$ cat config.mk
export PLATFORM = sky130hd
export DESIGN_NAME = asip_control_unit
export DESIGN_NICKNAME = d
export VERILOG_FILES = /design/src/rtl/asip_control_unit.sv
export SDC_FILE = /design/constraint.sdc
export NUM_CORES = 1
export LEC_CHECK = 0
export CAP_MARGIN = 20
export CELL_PAD_IN_SITES_DETAIL_PLACEMENT = 2
export CELL_PAD_IN_SITES_GLOBAL_PLACEMENT = 2
export CORE_MARGIN = 2
export CORE_UTILIZATION = 31
export CTS_CLUSTER_SIZE = 16
export DETAILED_ROUTE_END_ITERATION = 12
export PLACE_DENSITY_LB_ADDON = 0.15
export RECOVER_POWER = 25
export SYNTH_ARGS = -nofsm -noshare
export SYNTH_HDL_FRONTEND = slang
export SYNTH_SLANG_ARGS = --single-unit
export TNS_END_PERCENT = 30
$ cat constraint.sdc
create_clock -name clk -period 3.95 [get_ports clk]
set_clock_uncertainty 0.1 [all_clocks]
set_input_delay 0.5925 -clock clk [delete_from_list [all_inputs] [get_ports clk]]
set_output_delay 0.5925 -clock clk [all_outputs]
set_load 0.02 [all_outputs]
$ cat src/rtl/asip_control_unit.sv
`default_nettype none
// ------------------------------------------------------------------------------
// asip_control_unit: multi-cycle FSM that sequences fetch, register file, ALU and
// framebuffer. Optional B/BNE branches when ASIP_BRANCH_EN is defined. Rev 1.0
// ------------------------------------------------------------------------------
module asip_control_unit #(
  parameter int DATA_W     = 32,
  parameter int REG_ADDR_W = 4,
  parameter int PC_W       = 32,
  parameter int PC_STEP    = 4,
  parameter int COLOR_BITS = 3,
  parameter int X_W        = 9,
  parameter int Y_W        = 8,
  parameter logic [COLOR_BITS-1:0] RESET_COLOR = 3'b101
) (
  input  logic                  clk,
  input  logic                  reset,
  input  logic                  run,
  output logic [PC_W-1:0]       PC_Get,
  input  logic [31:0]           Instruction,
  output logic [REG_ADDR_W-1:0] readRegister,
  input  logic [DATA_W-1:0]     readValue,
  output logic [REG_ADDR_W-1:0] writeRegister,
  output logic [DATA_W-1:0]     writeValue,
  output logic                  regWriteEnable,
  output logic [3:0]            Control,
  output logic [DATA_W-1:0]     A,
  output logic [DATA_W-1:0]     B,
  input  logic [DATA_W-1:0]     Result,
  input  logic [3:0]            Flags,
  output logic [X_W-1:0]        XWrite,
  output logic [Y_W-1:0]        YWrite,
  output logic [COLOR_BITS-1:0] writeValueMemory,
  output logic                  memWriteEnable,
  output logic                  busy
);

  localparam logic [3:0] OP_MOV  = 4'b0000;
  localparam logic [3:0] OP_SUBS = 4'b0001;
  localparam logic [3:0] OP_ADDS = 4'b0100;
  localparam logic [3:0] OP_COL  = 4'b1000;
  localparam logic [3:0] OP_PLOT = 4'b1001;
  localparam logic [PC_W-1:0] STEP = PC_W'(PC_STEP);

  typedef enum logic [2:0] {
    S_FETCH  = 3'd0,
    S_DECODE = 3'd1,
    S_RD_A   = 3'd2,
    S_RD_B   = 3'd3,
    S_EXEC   = 3'd4,
    S_WB     = 3'd5,
    S_PLOT   = 3'd6
  } state_t;

  state_t                  state, state_next;
  logic [PC_W-1:0]         pc;
  logic [31:0]             ir;
  logic [DATA_W-1:0]       op1, op2, a_hold, b_hold;
  logic [3:0]              ctrl_hold, flag_reg;
  logic [COLOR_BITS-1:0]   color;
  logic [3:0]              op;
  logic                    is_alu, imm_sel;
  logic [3:0]              alu_ctrl;
  logic [DATA_W-1:0]       imm;
  logic [REG_ADDR_W-1:0]   rd, rn, rm;
  logic                    unused_bits;

  assign op       = ir[31:28];
  assign rd       = REG_ADDR_W'(ir[27:24]);
  assign rn       = REG_ADDR_W'(ir[23:20]);
  assign rm       = REG_ADDR_W'(ir[19:16]);
  assign imm      = DATA_W'(ir[15:4]);
  assign imm_sel  = ir[0];
  assign is_alu   = (op == OP_SUBS) || (op == OP_ADDS);
  assign alu_ctrl = (op == OP_SUBS) ? 4'b0010 : 4'b0100;

  // ALU operands are live only in EXEC and otherwise show the last values used
  assign A       = (state == S_EXEC) ? op1 : a_hold;
  assign B       = (state == S_EXEC) ? op2 : b_hold;
  assign Control = (state == S_EXEC) ? alu_ctrl : ctrl_hold;
  assign PC_Get  = pc;
  assign busy    = (state != S_FETCH);
  assign unused_bits = ^{ir[3:1], flag_reg};

`ifdef ASIP_BRANCH_EN
  localparam logic [3:0] OP_B   = 4'b1010;
  localparam logic [3:0] OP_BNE = 4'b1011;
  logic [PC_W-1:0] br_off;
  assign br_off = PC_W'($signed(ir[27:0])) * STEP;
`endif

  always_ff @(posedge clk) begin
    if (reset) state <= S_FETCH;
    else       state <= state_next;
  end

  always_comb begin
    state_next = state;
    case (state)
      S_FETCH:  if (run) state_next = S_DECODE;
      S_DECODE: begin
        if (op == OP_MOV || is_alu) state_next = S_RD_A;
        else if (op == OP_PLOT)     state_next = S_PLOT;
        else                        state_next = S_FETCH;
      end
      S_RD_A: begin
        if (op == OP_MOV) state_next = S_WB;
        else if (imm_sel) state_next = S_EXEC;
        else              state_next = S_RD_B;
      end
      S_RD_B:  state_next = S_EXEC;
      S_EXEC:  state_next = S_WB;
      default: state_next = S_FETCH;
    endcase
  end

  always_ff @(posedge clk) begin
    if (reset) begin
      pc <= '0; ir <= '0; op1 <= '0; op2 <= '0; flag_reg <= '0;
      color <= RESET_COLOR; a_hold <= '0; b_hold <= '0; ctrl_hold <= '0;
      readRegister <= '0; writeRegister <= '0; writeValue <= '0;
      regWriteEnable <= 1'b0; memWriteEnable <= 1'b0;
      XWrite <= '0; YWrite <= '0; writeValueMemory <= '0;
    end else begin
      regWriteEnable <= 1'b0;
      memWriteEnable <= 1'b0;
      case (state)
        S_FETCH: if (run) ir <= Instruction;
        S_DECODE: begin
          if (op == OP_MOV || is_alu) begin
            readRegister <= rn;
          end else if (op == OP_COL) begin
            color <= COLOR_BITS'(ir[27:25]);
            pc    <= pc + STEP;
          end else if (op == OP_PLOT) begin
            XWrite           <= X_W'(ir[27:19]);
            YWrite           <= Y_W'(ir[18:11]);
            writeValueMemory <= color;
            memWriteEnable   <= 1'b1;
`ifdef ASIP_BRANCH_EN
          end else if (op == OP_B) begin
            pc <= pc + br_off;
          end else if (op == OP_BNE) begin
            pc <= flag_reg[2] ? pc + STEP : pc + br_off;
`endif
          end else begin
            pc <= pc + STEP;
          end
        end
        S_RD_A: begin
          op1 <= readValue;
          if (op == OP_MOV) begin
            writeRegister  <= rd;
            writeValue     <= readValue;
            regWriteEnable <= 1'b1;
          end else if (imm_sel) begin
            op2 <= imm;
          end else begin
            readRegister <= rm;
          end
        end
        S_RD_B: op2 <= readValue;
        S_EXEC: begin
          a_hold         <= op1;
          b_hold         <= op2;
          ctrl_hold      <= alu_ctrl;
          writeValue     <= Result;
          flag_reg       <= Flags;
          writeRegister  <= rd;
          regWriteEnable <= 1'b1;
        end
        S_WB:    pc <= pc + STEP;
        S_PLOT:  pc <= pc + STEP;
        default: ;
      endcase
    end
  end

endmodule
`default_nettype wire

-- Yosys cells after proc, flatten, opt, wreduce, memory -nomap -nowiden
Index checks and enable logic that the tools add are counted.
- add/subtract/negate cells: 1
- eq/ne operators: 18
- muxes and demuxes: 28
- bitwise gates (word level): 3
- reduce and logical (&&, ||, !) cells: 18
- operators by type and width (cell ; number):
    $mux 32 ; 8
    $pmux 32 s2 ; 3
    $add 32x3->32 const B ; 1
    $mux 4 ; 5
    $mux 3 ; 6
    $pmux 4 s2 ; 2
    $pmux 3 s5 ; 1
    $ne 2x2->1 const B ; 7
    $eq 3x3->1 const B ; 3
    $reduce_and 3->1 ; 3
    $eq 4x4->1 const B ; 2
    $reduce_and 4->1 ; 2
    $reduce_bool 2->1 ; 4
    $eq 3x2->1 const B ; 2
    $eq 4x1->1 const B ; 1
    $eq 4x3->1 const B ; 1
    $logic_not 4->1 ; 1
    $reduce_and 2->1 ; 2
    $reduce_or 4->1 ; 1
    $eq 3x1->1 const B ; 1
    $logic_not 3->1 ; 1
    $ne 3x3->1 const B ; 1
    $not 1->1 ; 3
    $reduce_bool 3->1 ; 1
    4 further kinds ; 6
- bits in registers: 264
- bits of input ports: 103
- word-level logic and storage cells: 85

-- Longest topological paths before layout
- depth after elaboration: 5
- mapped depth: 8
- gate-level depth less buffers: 5

-- Worst setup path before layout
OpenSTA, ideal clock, no wires.
- path kind: register to output
- start point: reg state[1]
- end point: out A[26]
- data arrival time: 1.567 ns
- data required time: 3.257 ns
- setup slack: 1.691 ns
- stages on the path, launching flop included: 6
- cells stage by stage: dfxtp_1 > buf_2 > nor3b_2 > buf_2 > buf_2 > mux2_2
- longest elaborated chain between the ends: 2
- ends and longest elaborated chain (element ; RTL line ; RTL):
    start: declaration ; 55 ; state_t state, state_next;
    start signal: assignment ; 94 ; else state <= state_next;
    $eq 3x3->1 ; 78 ; assign A = (state == S_EXEC) ? op1 : a_hold;
    $mux 32 ; n/a ;
    end: declaration ; 27 ; output logic [DATA_W-1:0] A,
No other way between the ends.

-- Worst setup path in the final report
- start point: reg state[2]
- end point: out A[25]
The elaborated chain is that of the path after synthesis.

==> results.sh <==
export IMPL_required_ns=3.26
export IMPL_cts_buffers=30
export IMPL_final_period_minus_worst_setup_slack_ns=3.69
export IMPL_vias_per_cell=4.96
export IMPL_hold_path_depth=2
export IMPL_grt_pass1_vias=9630
export IMPL_drc=0
export IMPL_io_pins=266
export IMPL_static_leakage_power_nw=5.22
export IMPL_cts_repair_resized=0
export IMPL_setup_viol_count_final=0
export IMPL_power_density_cell_area_mw_per_mm2=442
export IMPL_globalplace_congestion=0.751
export IMPL_synth_adder_area_share=0.00122
export IMPL_fp_row_count=66
export IMPL_max_vdd_ir_drop_v=0.000279
export IMPL_cts_root_buf="clkbuf_16"
export IMPL_tritoncts_clock_tree="yes"
export IMPL_drt_wl_total_um=34200
export IMPL_core_area_mm2=0.0325
export IMPL_maxSlewViolCount=55
export IMPL_insertedDiodeCount=0
export IMPL_start_util=0.314
export IMPL_hold_slack_ns=0.356
export IMPL_run_status="complete, but fails checks"
export IMPL_worst_r2r_cell_count=6
export IMPL_area_share_of_the_largest_cell_type_after_synthesis=0.507
export IMPL_layout_area_overhead_vs_synth_pct=38.5
export IMPL_timing_setup_tns_ns=0
export IMPL_synth_cell_type_count=51
export IMPL_number_of_enable_flip_flop_cells_after_synthesis=0
export IMPL_synth_simple_area_share=0.212
export IMPL_buffer_ports_inserted=256
export IMPL_synthesis_area_per_instance_um2=9.18
export IMPL_max_slew_worst_pin_slew_ns=2.14
export IMPL_cpPeakStageDelay_ns=0.60
export IMPL_max_cap_violations=1
export IMPL_hold_viol_final=0
export IMPL_mostFrequentLayoutCells="dfxtp_1, clkdlybuf4s50_1, nand2_1"
export IMPL_grt_antenna_before_repair=1
export IMPL_grt_use_total=0.195
export IMPL_yosys_register_bits=259
export IMPL_cts_clk_slew_worst_paths_ns=0.06
export IMPL_grt_first_pass_wirelength_um=53400
export IMPL_fin_crit_sh=0.935
export IMPL_relative_slew_slack=-0.426
export IMPL_synthTopCellsByArea="dfxtp_1, nand2_1, mux2_2, nor2b_1, a21oi_1"
export IMPL_antenna_left=0
export IMPL_htree_levels=1
export IMPL_start_kind="register"
export IMPL_drt_wirelength_per_cell_um=19.0
export IMPL_muxShareOfSynthArea=0.112
export IMPL_path_max_fanout=26
export IMPL_setup_repair_after_global_routing_missed_its_margin="no"
export IMPL_postCtsHoldBufs=0
export IMPL_worst_path_stages=4
export IMPL_max_freq_ghz=0.271
export IMPL_mostFrequentLayoutCell="dfxtp_1"
export IMPL_tritoncts_num_sinks=259
export IMPL_clock_tree_buffer_depth=3
export IMPL_postSynthCellCount=1114
export IMPL_ys_flop_type="dfxtp_1"
export IMPL_layout_filler_cells=3557
export IMPL_timing_hold_worst_class="reg2reg"
export IMPL_arrival_ns=3.00
export IMPL_worst_path_max_delay_cell="dfxtp_1"
export IMPL_setup_worst_path_end_class="primary output"
export IMPL_post_cts_buffers=0
export IMPL_violated_checks="capacitance limit, slew limit"
export IMPL_post_synth_instance_area_mm2=0.0102
export IMPL_grt_max_degree=128
export IMPL_synth_compound_area_share=0.125
export IMPL_die_width_um=186
export IMPL_clock_insertion_delay_worst_skew_ns=0.55
export IMPL_synth_sequential_area_ratio=0.507
export IMPL_count_of_buffer_and_inverter_cells_on_the_critical_path=2
export IMPL_die_height_um=186
export IMPL_yosys_warnings=0
export IMPL_place_detailed_hpwl_um=22500
export IMPL_vias=8922
export IMPL_detail_route_first_pass_iterations=4
export IMPL_path_cells="nor3b_4, buf_4, mux2_2, clkdlybuf4s50_1"
export IMPL_share_of_async_settable_or_async_resettable_flops_after_synthesis=0
export IMPL_sum_of_internal_switching_and_leakage_power_w=0.00626
export IMPL_nets=1438
export IMPL_drive_gt1_frac=0.103
export IMPL_synthDominantAreaCellType="dfxtp_1"
export IMPL_combinational_family_with_the_most_area_after_synthesis="simple AND/OR/NAND/NOR gates"
export IMPL_die_area_mm2=0.0345
export IMPL_xor_xnor_cell_area_share_of_the_yosys_netlist=0.000856
export IMPL_critical_path_top_delay_family="buffers and inverters"
export IMPL_first_iter_violations=225
export IMPL_critical_path_class="reg2out"
export IMPL_globalRoute_totalOverflow=0
-- area by class of cell --
| type | instances | area, um2 | share of cell area |
|---|---|---|---|
| Sequential cell | 259 | 5180 | 0.366 |
| Multi-Input combinational cell | 762 | 4630 | 0.327 |
| Timing Repair Buffer | 276 | 2730 | 0.193 |
| Clock buffer | 46 | 932 | 0.0658 |
| Tap cell | 442 | 553 | 0.0390 |
| Clock inverter | 8 | 115 | 0.00813 |
| Inverter | 5 | 18.8 | 0.00132 |
-- registers in the layout (all words and copies together) (netlist names), 9 cells and up --
signal and flops:
a_hold 32, b_hold 32, op1 32, op2 32, writeValue 32, PC_Get 30
ir 29, XWrite 9
-- stage by stage --
stage / cells / utilization / instance area (um2) / setup slack, ns
floorplan: 1115 / - / 10200 / 1.69
global placement: 1742 / 0.403 / 13100 / 0.819
detailed placement: 1743 / 0.404 / 13100 / 0.784
CTS: 1797 / 0.436 / 14200 / 0.170
global route: 1798 / 0.435 / 14200 / 0.0901
finish: 1798 / 0.435 / 14200 / 0.257
-- routing by layer --
metal  GRT usage  part of all wire
met1       0.233              0.42
met2       0.353              0.50
met3      0.0522             0.059
met4      0.0343             0.013
met5           0           0.00038
-- logic make-up after synthesis --
kind of cell / count (synthesis)
multiplexers: 106
AND/OR/NAND/NOR: 460
buffers and inverters: 94
flip-flops: 259
adder cells (fa/ha/maj): 1
other: 1
AO/OA/AOI/OAI: 192
XOR/XNOR: 1
-- power by group --
group	switching [W]	internal (W)
clock network	0.00111	0.00180
registers	0.0000636	0.00269
logic	0.000341	0.000249
-- cell usage after synthesis, types with 2 or more instances --
master	number
a211oi_1	13
dfxtp_1	259
and3_1	6
inv_1	5
mux2_1	2
nand2b_1	3
and4_1	3
clkbuf_1	50
nand3_1	11
nor3_1	3
o31ai_1	16
nand2_1	210
and2_1	2
mux2_2	66
mux2i_1	38
nor2_1	91
a211o_1	2
or4_1	18
a311oi_1	32
buf_6	4
nand3b_1	2
nor3b_1	2
o21ai_0	8
buf_1	10
or3_1	12
a22o_1	20
nor2b_1	76
nand4_1	7
nor4_1	7
buf_2	19
buf_4	6
a21oi_1	92
-- final timing paths --
path	slack [ns]	from	endpoint
worst max-delay path	0.26	state[2]	A[25]
worst min-delay path	0.36	op1[5]	op1[5]
worst max register to register	0.52	state[0]	PC_Get[31]
worst min register to register	0.36	op1[5]	op1[5]
-- worst register-to-register path, stage by stage, from the launching register on --
cell      delay (ns)
dfxtp_1         0.38
buf_4           0.37
nand3b_1        0.17
a32o_1          0.13
clkbuf_1        1.51
nor4_1          0.28
mux2_2          0.36
No activity file was read; power rests on OpenSTA's default activity.
